===== src/rtl/riscv_pkg.sv =====
// Shared RISC-V encodings and the memory-stage state type.
package riscv_pkg;

   localparam int unsigned OPCODE_W = 7;
   localparam int unsigned FUNC3_W  = 3;
   localparam int unsigned REG_W    = 5;
   localparam int unsigned STRB_W   = 4;

   localparam logic [OPCODE_W-1:0] OP_LOAD   = 7'b0000011;
   localparam logic [OPCODE_W-1:0] OP_STORE  = 7'b0100011;
   localparam logic [OPCODE_W-1:0] OP_BRANCH = 7'b1100011;
   localparam logic [OPCODE_W-1:0] OP_ALU    = 7'b0110011;
   localparam logic [OPCODE_W-1:0] OP_ALUI   = 7'b0010011;
   localparam logic [OPCODE_W-1:0] OP_LUI    = 7'b0110111;
   localparam logic [OPCODE_W-1:0] OP_AUIPC  = 7'b0010111;
   localparam logic [OPCODE_W-1:0] OP_JAL    = 7'b1101111;
   localparam logic [OPCODE_W-1:0] OP_JALR   = 7'b1100111;

   localparam logic [FUNC3_W-1:0] F3_B  = 3'b000;
   localparam logic [FUNC3_W-1:0] F3_H  = 3'b001;
   localparam logic [FUNC3_W-1:0] F3_W  = 3'b010;
   localparam logic [FUNC3_W-1:0] F3_BU = 3'b100;
   localparam logic [FUNC3_W-1:0] F3_HU = 3'b101;

   typedef enum logic [1:0] {
      IDLE = 2'd0,
      REQ  = 2'd1,
      WAIT = 2'd2
   } mem_state_t;

endpackage


===== src/rtl/lsu_align.sv =====
// Combinational lane handling: store strobes/replication, load extraction, misalignment.
module lsu_align
   import riscv_pkg::*;
#(
   parameter int unsigned XLEN = 32
) (
   input  logic [FUNC3_W-1:0] func3,
   input  logic [1:0]         off,
   input  logic [XLEN-1:0]    store_data,
   input  logic [FUNC3_W-1:0] ld_func3,
   input  logic [1:0]         ld_off,
   input  logic [XLEN-1:0]    rdata,
   output logic               misalign_c,
   output logic [STRB_W-1:0]  wstrb_c,
   output logic [XLEN-1:0]    wdata_c,
   output logic [XLEN-1:0]    ld_data_c
);

   logic [7:0]  ld_byte;
   logic [15:0] ld_half;

   // Access size comes from func3[1:0]; 11 and above fall back to word
   always_comb begin
      misalign_c = 1'b0;
      wstrb_c    = 4'b1111;
      wdata_c    = store_data;
      case (func3[1:0])
         2'b00: begin
            wstrb_c = 4'(4'b0001 << off);
            wdata_c = {(XLEN/8){store_data[7:0]}};
         end
         2'b01: begin
            misalign_c = off[0];
            wstrb_c    = 4'(4'b0011 << off);
            wdata_c    = {(XLEN/16){store_data[15:0]}};
         end
         default: misalign_c = (off != 2'b00);
      endcase
   end

   always_comb begin
      ld_byte   = 8'(rdata >> {ld_off, 3'b000});
      ld_half   = ld_off[1] ? rdata[31:16] : rdata[15:0];
      ld_data_c = rdata;
      case (ld_func3)
         F3_B:    ld_data_c = {{(XLEN-8){ld_byte[7]}}, ld_byte};
         F3_BU:   ld_data_c = {{(XLEN-8){1'b0}}, ld_byte};
         F3_H:    ld_data_c = {{(XLEN-16){ld_half[15]}}, ld_half};
         F3_HU:   ld_data_c = {{(XLEN-16){1'b0}}, ld_half};
         default: ld_data_c = rdata;
      endcase
   end

endmodule


===== src/rtl/mem_wb.sv =====
// Memory/writeback stage: issues loads/stores on a valid/ready port and drives the regfile write port.
module mem_wb
   import riscv_pkg::*;
#(
   parameter int unsigned XLEN = 32
) (
   input  logic                clk,
   input  logic                reset,
   input  logic                in_valid,
   input  logic [OPCODE_W-1:0] opcode,
   input  logic [FUNC3_W-1:0]  func3,
   input  logic [REG_W-1:0]    rd_number,
   input  logic [XLEN-1:0]     result,
   input  logic [XLEN-1:0]     rs2_val,
   output logic                stall,
   output logic                dmem_req,
   output logic                dmem_we,
   output logic [XLEN-1:0]     dmem_addr,
   output logic [XLEN-1:0]     dmem_wdata,
   output logic [STRB_W-1:0]   dmem_wstrb,
   input  logic                dmem_ready,
   input  logic                dmem_rvalid,
   input  logic [XLEN-1:0]     dmem_rdata,
   output logic                wb_write,
   output logic [REG_W-1:0]    wb_dest_addr,
   output logic [XLEN-1:0]     wb_data,
   output logic                misalign_err
);

   mem_state_t           state;
   logic [FUNC3_W-1:0]   func3_q;
   logic [REG_W-1:0]     rd_q;
   logic [1:0]           off_q;
   logic                 misalign_c;
   logic [STRB_W-1:0]    wstrb_c;
   logic [XLEN-1:0]      wdata_c;
   logic [XLEN-1:0]      ld_data_c;
   logic                 accept_c;

   assign accept_c = in_valid && !stall;

   lsu_align #(.XLEN(XLEN)) u_align (
      .func3      (func3),
      .off        (result[1:0]),
      .store_data (rs2_val),
      .ld_func3   (func3_q),
      .ld_off     (off_q),
      .rdata      (dmem_rdata),
      .misalign_c (misalign_c),
      .wstrb_c    (wstrb_c),
      .wdata_c    (wdata_c),
      .ld_data_c  (ld_data_c)
   );

   // stall mirrors state != IDLE; it is updated alongside every state change
   always_ff @(posedge clk or negedge reset) begin
      if (!reset) begin
         state        <= IDLE;
         stall        <= 1'b0;
         dmem_req     <= 1'b0;
         dmem_we      <= 1'b0;
         dmem_addr    <= '0;
         dmem_wdata   <= '0;
         dmem_wstrb   <= '0;
         wb_write     <= 1'b0;
         wb_dest_addr <= '0;
         wb_data      <= '0;
         misalign_err <= 1'b0;
         func3_q      <= '0;
         rd_q         <= '0;
         off_q        <= '0;
      end else begin
         wb_write     <= 1'b0;
         misalign_err <= 1'b0;
         case (state)
            IDLE: begin
               if (accept_c) begin
                  case (opcode)
                     OP_LOAD, OP_STORE: begin
                        if (misalign_c) begin
                           misalign_err <= 1'b1;
                        end else begin
                           state      <= REQ;
                           stall      <= 1'b1;
                           dmem_req   <= 1'b1;
                           dmem_we    <= (opcode == OP_STORE);
                           dmem_addr  <= {result[XLEN-1:2], 2'b00};
                           dmem_wdata <= (opcode == OP_STORE) ? wdata_c : '0;
                           dmem_wstrb <= (opcode == OP_STORE) ? wstrb_c : '0;
                           func3_q    <= func3;
                           rd_q       <= rd_number;
                           off_q      <= result[1:0];
                        end
                     end
                     OP_ALU, OP_ALUI, OP_LUI, OP_AUIPC, OP_JAL, OP_JALR: begin
                        wb_write     <= (rd_number != '0);
                        wb_dest_addr <= rd_number;
                        wb_data      <= result;
                     end
                     default: ;
                  endcase
               end
            end
            REQ: begin
               if (dmem_ready) begin
                  dmem_req <= 1'b0;
                  if (dmem_we) begin
                     state <= IDLE;
                     stall <= 1'b0;
                  end else begin
                     state <= WAIT;
                  end
               end
            end
            WAIT: begin
               if (dmem_rvalid) begin
                  wb_write     <= (rd_q != '0);
                  wb_dest_addr <= rd_q;
                  wb_data      <= ld_data_c;
                  state        <= IDLE;
                  stall        <= 1'b0;
               end
            end
            default: begin
               state <= IDLE;
               stall <= 1'b0;
            end
         endcase
      end
   end

endmodule


===== config.mk =====
export PLATFORM = sky130hd
export DESIGN_NAME = mem_wb
export DESIGN_NICKNAME = d
export VERILOG_FILES = /design/src/rtl/riscv_pkg.sv /design/src/rtl/lsu_align.sv /design/src/rtl/mem_wb.sv
export SDC_FILE = /design/constraint.sdc
export NUM_CORES = 1
export LEC_CHECK = 0
export BUFFER_PORTS_ARGS = -buffer_cell sky130_fd_sc_hd__clkbuf_2
export CAP_MARGIN = 15
export CORE_MARGIN = 4
export CORE_UTILIZATION = 50
export DETAILED_ROUTE_END_ITERATION = 10
export GPL_ROUTABILITY_DRIVEN = 0
export GPL_TIMING_DRIVEN = 1
export MAX_ROUTING_LAYER = met4
export PLACE_DENSITY = 0.8
export SLEW_MARGIN = 20
export SYNTH_ARGS = -nofsm -noshare
export SYNTH_HDL_FRONTEND = slang
export SYNTH_SLANG_ARGS = --single-unit

===== constraint.sdc =====
create_clock -name clk -period 3.2 [get_ports clk]
set_input_delay 0.32 -clock clk [delete_from_list [all_inputs] [get_ports clk]]
set_output_delay 0.32 -clock clk [all_outputs]
set_load 0.005 [all_outputs]

# After elaboration in Yosys (flattened, before gate mapping)

Index checks and enable logic that the tools add are counted.

Word-level logic and storage cells: 95
Flip-flop bits (word level): 120
Output and inout bits: 110
Bits of input ports: 116

Bitwise gates (word level): 1
Shift-type cells: 3
Mux-type cells: 39
Reductions and logical operators: 17
Eq/ne operators: 21

Operators by type and width:

| kind               | number |
|---|---|
| $mux 32            | 4 |
| $pmux 32 s2        | 2 |
| $pmux 32 s4        | 1 |
| $shr 32x5->8       | 1 |
| $eq 7x6->1 const B | 3 |
| $mux 16            | 1 |
| $mux 5             | 3 |
| $eq 7x5->1 const B | 2 |
| $eq 7x7->1 const B | 2 |
| $mux 1             | 14 |
| $mux 2             | 6 |
| $ne 2x2->1 const B | 5 |
| $pmux 5 s2         | 1 |
| $reduce_and 5->1   | 2 |
| $reduce_bool 5->1  | 2 |
| $pmux 4 s2         | 1 |
| $reduce_and 4->1   | 2 |
| $eq 7x2->1 const B | 1 |
| $eq 3x3->1 const B | 2 |
| $pmux 1 s2         | 3 |
| $pmux 2 s3         | 1 |
| $reduce_and 6->1   | 1 |
| $reduce_bool 2->1  | 3 |
| $reduce_or 6->1    | 1 |
| other kinds (14)   | 17 |

# Depth between registers and ports, before layout

Word-level depth: 6
Mapped depth: 7
Mapped depth without buffers: 4

# By module

A second synthesis with hierarchy kept.

Cells, all modules: 594
Area, all modules: 6517.5 sq um

Modules (own cells, without submodules):

| module    | times used | sequential area each (sq um) | cells an instance | area each (sq um) |
|---|---|---|---|---|
| mem_wb    | 1          | 3002.9                       | 402               | 5282.6 |
| lsu_align | 1          | 0.0                          | 192               | 1234.9 |

# Least setup slack after synthesis

No wires, ideal clock.

Kind: input to register
Start point: in func3[1]
End point: reg dmem_addr[31]
Slack: 1260 ps
Cell stages on the path: 6
Arrival time: 1816 ps
Setup time: 125 ps
Data required time: 3075 ps
Buffers on the path: 3
Cells stage by stage: clkbuf_1 > or2_1 > buf_2 > a221oi_4 > buf_6 > mux2_2

Word-level cells in the longest chain between the ends: 4
Elaborated cells between the ends (all ways): 5
Those cells by class: 1 x eq/ne; 1 x mux; 1 x bitwise; 2 x reduce/logical

Ends and longest elaborated chain:

| what                                                 | RTL line        | RTL |
|---|---|---|
| start, declared                                      | mem_wb.sv:11    | `input logic [FUNC3_W-1:0] func3,` |
| $eq 2x1->1 / $logic_not 2->1 (equally long branches) | lsu_align.sv:27 | `case (func3[1:0])` |
| $pmux 1 s2 *                                         | lsu_align.sv:27 |  |
| $not 1->1 (no source line) *                         | n/a             |  |
| $reduce_and 4->1 (no source line) *                  | n/a             |  |
| end signal, assigned                                 | mem_wb.sv:87    | `dmem_addr <= {result[XLEN-1:2], 2'b00};` |
| end, declared                                        | mem_wb.sv:18    | `output logic [XLEN-1:0] dmem_addr,` |

Mark *: on every way between the ends. The rest lies on a longest branch, timed or not.
A chain may end at the register's enable or synchronous reset.

# Worst setup path in the final report

Start point: reg off_q[1]
End point: reg wb_data[22]

Word-level cells in the longest chain between the ends: 4
Elaborated cells between the ends (all ways): 5
Those cells by class: 1 x shift; 4 x mux

Ends and longest elaborated chain:

| what                                           | RTL line                         | RTL |
|---|---|---|
| start, declared                                | mem_wb.sv:33                     | `logic [1:0] off_q;` |
| start signal, assigned                         | mem_wb.sv:92                     | `off_q <= result[1:0];` |
| $shr 32x5->8 / $mux 16 (equally long branches) | lsu_align.sv:42, lsu_align.sv:43 |  |
| $pmux 32 s4 *                                  | lsu_align.sv:45                  | `case (ld_func3)` |
| $mux 32 *                                      | mem_wb.sv:116                    | `if (dmem_rvalid) begin` |
| $pmux 32 s2 *                                  | mem_wb.sv:75                     | `case (state)` |
| end signal, assigned                           | mem_wb.sv:98                     | `wb_data <= result;` |
| end signal, assigned                           | mem_wb.sv:119                    | `wb_data <= ld_data_c;` |
| end, declared                                  | mem_wb.sv:26                     | `output logic [XLEN-1:0] wb_data,` |

Mark *: on every way between the ends. The rest lies on a longest branch, timed or not. The select of a mux whose other input is x is not followed.

==> results_dict.tcl <==
set metrics [dict create \
    required_ns 3.51 \
    yosys_register_bits 120 \
    clkSlewWorstSetupHoldPaths_ns 0.05 \
    cts-hold-fix-buffers 0 \
    cts-buffers-inserted 17 \
    cts-root-buf "sky130_fd_sc_hd__clkbuf_16" \
    grt_start_max_net_pins 81 \
    tritoncts "yes" \
    clk_latency_ns 0.41 \
    core.rowCount 40 \
    coreArea_um2 12100 \
    htree_levels 4 \
    synth_area_leader_cell "sky130_fd_sc_hd__dfrtp_1" \
    floorplan.io_pins 226 \
    ys_dominant_reg_cell "sky130_fd_sc_hd__dfrtp_1" \
    grt_first_pass_wirelength_mm 29.1 \
    outcome "completed" \
    syn2layout_area_growth_pct 27.4 \
    final-setup-viol-count 0 \
    dieHeight_um 119 \
    timing.setup.tns_ns 0 \
    finalNetCount 926 \
    antenna_found_initial 0 \
    cp-start-kind "flop" \
    netlist_area_um2 6210 \
    final.setup.worst_slack_ns 0.740 \
    synthesis.instances 612 \
    fin_skew_ns 0.00564 \
    yosysUniqueCellTypes 49 \
    powerDensity_nw_per_um2 565 \
    drt_iter0_markers 453 \
    fmaxAchievable_mhz 406 \
    tightest_slew_ns 0.898 \
    ff2ff_path_depth 4 \
    place.detailed.hpwl_mm 13.2 \
    slew_limit_headroom 0.401 \
    hold_path.class "in2async" \
    drt_first_pass_iters 6 \
    routed-via-count 5582 \
    floorplan.initialDensity 0.513 \
    fp.dieArea_um2 14300 \
    total_leakage_power_nw 3.98 \
    grt_pass1_vias 5670 \
    ir_drop_mv 0.327 \
    antenna-diode-count 0 \
    async_flop_share 1.00 \
    cts.path.max_buffers 2 \
    routed_wire_length_per_instance_um 18.5 \
    synthesis.area_per_instance_um2 10.2 \
    pre_cts_slack_ns 0.780 \
    numClockSinks 120 \
    worst_r2r_endpoint "wb_data[22]" \
    portBuffers 223 \
    fin_crit_ns 2.46 \
    hold_viol_final 0 \
    slowest_stage "sky130_fd_sc_hd__dfrtp_1" \
    drt_wl_total_mm 18.3 \
    synth_enable_flop_cells 0 \
    post_route_cells_drive_above_1_share 0.384 \
    sequential_area_share_after_synthesis 0.483 \
    slowest_delay_ns 0.93 \
    post_cts_resized 0 \
    ant_nets_after_route 0 \
    worst_ep_arrival_time_ns 2.77 \
    worst-setup-path-type "reg2reg" \
    ff2ff_setup_slack_ns 0.74 \
    ys_warn_count 0 \
    drc 0 \
    fraction_of_synthesized_cell_area_taken_by_the_top_area_cell_type 0.483 \
    track_usage 0.264 \
    grt_setup_unrepaired "false" \
    setup.worst_path.end_class "flop" \
    crit_chain "mux2i_1 -> o21ai_0 -> nand4b_1 -> a31oi_1" \
    total_global_routing_overflow 0 \
    worstReg2RegStart "off_q[1]" \
    floorplan.die.width_um 119 \
    final_min_period_over_clock_period 0.769 \
    slew_violations 0 \
    crit_fanout 27 \
    leading_post_synthesis_cells_by_cell_area "sky130_fd_sc_hd__dfrtp_1, sky130_fd_sc_hd__mux2_2, sky130_fd_sc_hd__mux2i_1, sky130_fd_sc_hd__nand2_1, sky130_fd_sc_hd__o21ai_0" \
    drv_cap 0 \
    avgViaCountPerCell 5.64 \
    post-cts-setup-buffer-count 0 \
]
## cells by family (layout without fill, tap and decap cells)
group	count (synthesis)	in the layout	synth area share
flops	120	120	0.483
buf+inv	80	289	0.0586
compound gates	120	120	0.133
simple gates	180	180	0.132
other cells	1	2	0.000604
mux	111	111	0.193
## worst max path at each step
stage | end | from | depth (start not counted) | slack [ns]
2_1_floorplan | dmem_addr[31] | func3[1] | 6 | 1.26
3_3_place_gp | wb_data[7] | off_q[1] | 4 | 0.96
3_5_place_dp | wb_data[18] | off_q[1] | 4 | 0.78
4_1_cts | wb_data[22] | off_q[1] | 4 | 0.76
5_1_grt | wb_data[18] | off_q[1] | 4 | 0.45
6_report | wb_data[22] | off_q[1] | 4 | 0.74
## cell usage after synthesis, types with 7 or more instances
| library cell | n |
|---|---|
| sky130_fd_sc_hd__nor3_1 | 30 |
| sky130_fd_sc_hd__clkbuf_1 | 38 |
| sky130_fd_sc_hd__nor2b_1 | 16 |
| sky130_fd_sc_hd__mux2i_1 | 51 |
| sky130_fd_sc_hd__o21ai_0 | 32 |
| sky130_fd_sc_hd__a21oi_1 | 8 |
| sky130_fd_sc_hd__a21boi_0 | 8 |
| sky130_fd_sc_hd__dfrtp_1 | 120 |
| sky130_fd_sc_hd__a221oi_1 | 9 |
| sky130_fd_sc_hd__mux2_2 | 52 |
| sky130_fd_sc_hd__inv_1 | 24 |
| sky130_fd_sc_hd__mux2_1 | 7 |
| sky130_fd_sc_hd__nand2_1 | 97 |
| sky130_fd_sc_hd__a31oi_1 | 24 |
| sky130_fd_sc_hd__nor2_1 | 16 |
## sequential cells by signal, indices dropped and copies added (netlist names), 2 cells and up
name and cells:
dmem_addr 30, rd_q 5, wb_data 32, dmem_wdata 32, wb_dest_addr 5, func3_q 3, off_q 2, dmem_wstrb 4
state 2
## area by class of cell
type                            instances  area [um^2]
Fill cell                            1010         4200
Sequential cell                       120         3000
Multi-Input combinational cell        413         2860
Timing Repair Buffer                  233         1220
Clock buffer                           21          450
Tap cell                              168          210
Inverter                               25         93.8
Clock inverter                         10         80.1
## power breakdown
group	leakage (nW)	internal [W]	switching [W]
Sequential	1.49	0.00175	0.000155
Clock	0.262	0.00107	0.000654
Combinational	2.23	0.000424	0.000420
## stage by stage
step | area, um^2 | hold slack (ns) | power, W | std cells | util
after floorplan | 6220 | 0.0244 | 0.00230 | 613 | -
final | 7910 | 0.0232 | 0.00447 | 990 | 0.653
after global routing | 7910 | 0.0835 | 0.00469 | 990 | 0.653
after CTS | 7910 | 0.0527 | 0.00451 | 990 | 0.653
after global placement | 7380 | 0.468 | 0.00273 | 959 | 0.610
after detailed placement | 7380 | 0.477 | 0.00276 | 959 | 0.610
## placed cells by master (no fill, tap or decap), drive strengths merged, types with 8 or more instances in the layout
cell type	count
a21boi	8
a21oi	8
a221oi	10
a31oi	24
buf	11
clkbuf	243
clkinv	8
dfrtp	120
inv	24
mux2	59
mux2i	51
nand2	97
nor2	16
nor2b	16
nor3	30
o21ai	32
## per-layer routing
layer	share of wire	track usage
met1	0.42	0.333
met2	0.48	0.408
met3	0.064	0.0608
met4	0.033	0.119
met5	0	-
## worst max-delay path, delay by kind of cell, from the launching register on
kind	cells	cell delay, ns
simple gates	1	0.65
mux	1	0.24
flops	1	0.93
compound gates	2	0.54
No activity file was read; power rests on OpenSTA's default activity.
